==> config.mk <==
export PLATFORM = sky130hd
export DESIGN_NAME = mem_ctrl_param
export DESIGN_NICKNAME = d
export VERILOG_FILES = /design/src/rtl/mem_ctrl_param.sv
export SDC_FILE = /design/constraint.sdc
export NUM_CORES = 1
export LEC_CHECK = 0
export CORE_UTILIZATION = 60
export CTS_BUF_LIST = sky130_fd_sc_hd__clkbuf_4 sky130_fd_sc_hd__clkbuf_8 sky130_fd_sc_hd__clkbuf_16
export DETAILED_ROUTE_END_ITERATION = 16
export PLACE_DENSITY = 0.76
export SYNTH_ARGS = -nofsm -noshare
export SYNTH_HDL_FRONTEND = slang
export SYNTH_SLANG_ARGS = --single-unit
==> constraint.sdc <==
create_clock -name clk -period 6.3 [get_ports clk]
set_input_delay 0.63 -clock clk [delete_from_list [all_inputs] [get_ports clk]]
set_output_delay 0.63 -clock clk [all_outputs]
set_load 0.02 [all_outputs]
==> src/rtl/mem_ctrl_param.sv <==
// Single-port data memory controller: byte-lane writes, range check, RD_LAT-cycle pipelined reads, zero-fill sequencer.
// ready is low while the array is being cleared; reqs seen with ready=0 are dropped, so callers must hold req until it is accepted.
module mem_ctrl_param #(
    parameter int DATA_W = 16,
    parameter int ADDR_W = 16,
    parameter int DEPTH  = 16,
    parameter int RD_LAT = 1
) (
    input  logic                clk,
    input  logic                reset,
    input  logic                req,
    input  logic                rwbar,
    input  logic [ADDR_W-1:0]   addr,
    input  logic [DATA_W-1:0]   wdata,
    input  logic [DATA_W/8-1:0] wmask,
    input  logic                clr,
    output logic                ready,
    output logic [DATA_W-1:0]   rdata,
    output logic                rvalid,
    output logic                err,
    output logic                busy
);
    localparam int NB = DATA_W / 8;
    localparam int IW = (DEPTH > 1) ? $clog2(DEPTH) : 1;
    localparam logic [ADDR_W:0] DEPTH_X = (ADDR_W + 1)'(DEPTH);

    typedef enum logic {
        ST_CLEAR = 1'b0,
        ST_RUN   = 1'b1
    } state_t;

    state_t            state;
    logic [IW-1:0]     clr_idx;
    logic [DATA_W-1:0] mem [DEPTH];

    logic              in_range;
    logic [IW-1:0]     idx;
    logic              acc;
    logic              wr_acc;
    logic              rd_acc;
    logic [DATA_W-1:0] rd_word;

    // Full-width compare so aliased upper addresses are rejected, not wrapped.
    assign in_range = ({1'b0, addr} < DEPTH_X);
    assign idx      = addr[IW-1:0];
    assign acc      = req & ready;
    assign wr_acc   = acc & ~rwbar;
    assign rd_acc   = acc & rwbar;
    assign rd_word  = in_range ? mem[idx] : '0;

    always_ff @(posedge clk or posedge reset) begin
        if (reset) begin
            state   <= ST_CLEAR;
            clr_idx <= '0;
            ready   <= 1'b0;
            busy    <= 1'b1;
        end else begin
            unique case (state)
                ST_CLEAR: begin
                    if (clr_idx == IW'(DEPTH - 1)) begin
                        state   <= ST_RUN;
                        clr_idx <= '0;
                        ready   <= 1'b1;
                        busy    <= 1'b0;
                    end else begin
                        clr_idx <= clr_idx + IW'(1);
                    end
                end
                ST_RUN: begin
                    if (clr) begin
                        state   <= ST_CLEAR;
                        clr_idx <= '0;
                        ready   <= 1'b0;
                        busy    <= 1'b1;
                    end
                end
                default: begin
                    state   <= ST_CLEAR;
                    clr_idx <= '0;
                    ready   <= 1'b0;
                    busy    <= 1'b1;
                end
            endcase
        end
    end

    // Array has no reset; the clear sequence is what zeroes it.
    always_ff @(posedge clk) begin
        if (state == ST_CLEAR) begin
            mem[clr_idx] <= '0;
        end else if (wr_acc && in_range) begin
            for (int b = 0; b < NB; b++) begin
                if (wmask[b]) begin
                    mem[idx][8*b +: 8] <= wdata[8*b +: 8];
                end
            end
        end
    end

    // Read pipeline: stage i holds a result i cycles after its accept edge.
    logic              cv [1:RD_LAT];
    logic              ce [1:RD_LAT];
    logic [DATA_W-1:0] cd [1:RD_LAT];
    logic              pv [1:RD_LAT];
    logic              pe [1:RD_LAT];
    logic [DATA_W-1:0] pd [1:RD_LAT];

    for (genvar i = 1; i <= RD_LAT; i++) begin : g_stage
        if (i == 1) begin : g_head
            assign cv[i] = rd_acc;
            assign ce[i] = ~in_range;
            assign cd[i] = rd_word;
        end else begin : g_next
            assign cv[i] = pv[i-1];
            assign ce[i] = pe[i-1];
            assign cd[i] = pd[i-1];
        end
    end

    always_ff @(posedge clk or posedge reset) begin
        if (reset) begin
            for (int i = 1; i <= RD_LAT; i++) begin
                pv[i] <= 1'b0;
                pe[i] <= 1'b0;
                pd[i] <= '0;
            end
            err <= 1'b0;
        end else begin
            for (int i = 1; i <= RD_LAT; i++) begin
                pv[i] <= cv[i];
                pe[i] <= cv[i] & ce[i];
                if (cv[i]) begin
                    pd[i] <= cd[i];
                end
            end
            // Write errors report one cycle after accept, read errors with their rvalid.
            err <= (wr_acc & ~in_range) | (cv[RD_LAT] & ce[RD_LAT]);
        end
    end

    // The last data stage only loads on a valid result, so rdata holds between pulses.
    assign rvalid = pv[RD_LAT];
    assign rdata  = pd[RD_LAT];

endmodule

==> results.cfg <==
[power_and_ir_drop]
power_density_nw_per_um2 = 353
irDropWorstVdd_uv = 287
design_power_total_mw = 4.59
leakagePower_nw = 4.58

[sta]
fmax_mhz = 281
final_max_slew_viol_count = 0
finalCriticalPeriod_ps = 3560
setup_viol = 0
worst_slack_ps = 2740
hold_viol_final = 0
slew_headroom_pct = 25.9
fin_skew_ps = 20.2
tightestPinTransition_ps = 1110
finalSetupTns_ps = 0
period_share_pct = 56.5
rsz0062_at_grt = false

[cts]
cts_buffers = 27
clk_latency_ps = 540
post_cts_resize_count = 0
cts_root_buf = clkbuf_16
clk_pin_slew_ps = 60
cts_sinks = 281
hold_buffers = 0
cts_tree = done
htree_levels = 1
cts_buffer_depth = 3
post_cts_buffers = 0

[routing]
via_count = 6045
drtAntennaViolNets = 0
drtPass1Iterations = 6
wl_mm = 23.0
routed_via_density = 6.63
drt_iter0_markers = 655
wl_per_cell_um = 25.2
drc = 0

[yosys]
yosysWarnings = 0
synth_top_flop_cell = edfxtp_1
synth_area_leader_cell = edfxtp_1
synth_edf_count = 256
synth-async-reset-ratio_pct = 8.90
synth_area_per_cell_um2 = 18.7
yosysMostFrequentCell = edfxtp_1
syn-num-nets = 648
synth_area_um2 = 11300
syn-instance-count = 608
ys_seq_elements = 281
yosysTopAreaCellShare_pct = 67.7
ys_top_cells_by_area = edfxtp_1 (68%), mux4_2 (13%), dfrtp_1 (5.3%), a21oi_1 (1.6%), o21ai_0 (1.6%)
ys_seq_area_share_pct = 73.3
ys_types = 33
yosys-top-cells-count = edfxtp_1 (256), mux4_2 (64), a21oi_1 (36), o21ai_0 (36), clkbuf_1 (30)

[worst_setup_path]
crit_path_max_fanout = 26
crit_required_ps = 6460
end_kind = register
crit_type = input pin to register
cp.arrival_ps = 3720
startpoint_type = input pin

[finish]
final_cell_count_no_fill = 912
drive_above_1_share_pct = 21.4
final_area_um2 = 13000
syn_to_final_growth_pct = 14.5
diodes = 0
layout.nets = 703

[floorplanning]
dieArea_um2 = 19500
rows = 49
start_util_pct = 62.1
fp.dieW_um = 140
core_region_area_um2 = 18300
pin_count = 59
die_y_um = 140

[placed_design]
place_congestion = 0.844
dp_cells = 863
port_buffers = 58
pre_cts_ws_ps = 2250
placed_area_um2 = 12100
hpwlAfterDp_mm = 15.3

[grt]
grt_use_total_pct = 25.0
grt_pass1_vias = 6247
antenna_found_initial = 0
grt_pass1_wl_mm = 36.3
grt-ovfl-total = 0
grt_start_max_net_pins = 56

[run]
drv_cap = 0

[min_path]
min_path_type = register to register

[run_status]
status = finished, final reports clean
-- path summary, 6_finish.rpt --
| kind | startpoint | slack [ps] | cells past startpoint | endpoint |
|---|---|---|---|---|
| hold reg to reg | busy | 510 | 2 | busy |
| setup / recovery | addr[14] | 2740 | 5 | mem[5][8] |
| hold / removal | busy | 510 | 2 | busy |
| min in group asynchronous | reset | 690 | 2 | err |
| setup reg to reg | state | 3220 | 4 | mem[5][8] |
| max in group asynchronous | reset | 4940 | 2 | clr_idx[2] |
-- cell usage in the layout, fill, tap and decap left out, types with 2 or more instances in the layout --
cell type	synthesis	routed
buf_4	0	9
nor2_1	13	13
dfrtp_1	24	24
clkbuf_4	0	8
mux2i_1	17	17
or4_1	8	8
inv_1	4	4
nor4_1	3	2
nand3_1	10	10
clkbuf_16	0	27
o21ai_0	36	36
or4_4	5	5
a31oi_1	2	2
nand2_1	10	10
bufinv_16	0	3
nand2b_1	10	10
a22oi_1	15	15
and3_1	16	16
buf_2	7	2
nor3_2	1	2
clkinv_2	0	6
mux2_2	15	15
nor3_1	13	12
or3_1	2	2
edfxtp_1	256	256
a21oi_1	36	36
mux4_2	64	64
clkinv_1	0	2
clkdlybuf4s50_1	0	55
-- sequential cells by signal, indices dropped and copies added (netlist names) --
name	cells
rdata	16
busy	1
clr_idx	4
state	1
ready	1
mem	256
rvalid	1
err	1
-- report_power, final --
part           switching [mW]  internal [mW]  leakage, nW
sequential             0.0970           2.29         2.93
clock                   0.660          0.960        0.454
combinational           0.371          0.211         1.20
-- worst max-delay path, cell delays in order --
cell and delay (ps):
clkdlybuf4s50_1 400, or4_4 560, or3_1 720, or4_1 660
a21oi_1 740
-- final cells by class --
cell class | instances | area, µm²
flip-flops and latches | 281 | 8310
fillers | 1104 | 5270
multi-input cells | 283 | 2860
clock buffers | 36 | 749
repair buffers | 66 | 628
well taps | 229 | 287
clock inverters | 13 | 145
inverters | 4 | 15.0
-- through the flow --
step                      util [%]  hold WS (ps)
after global placement        66.2           494
after global routing          71.1           536
after CTS                     71.1           522
after detailed placement      66.2           515
after floorplan                  -           526
final                         71.1           513
-- layer usage --
metal  up-vias  GRT usage (%)  routed length, µm
met2       293           40.4              11300
met3        53           5.13               1750
met1      3091           35.6               9380
li1       2608              -                  -
met4         0           6.48                571
met5         -              0                  0
-- logic make-up (layout without fill, tap and decap cells) --
family                   count (synthesis)  in the layout  synth area share, %
AND/OR/NAND/NOR                         92             92                 4.67
buffers and inverters                   44            119                 1.66
flip-flops                             281            281                 73.3
multiplexers                            96             96                 15.7
AO/OA/AOI/OAI                           94             94                 4.61
adder cells (fa/ha/maj)                  1              1                0.110
Power figures use the tool's default switching activity.
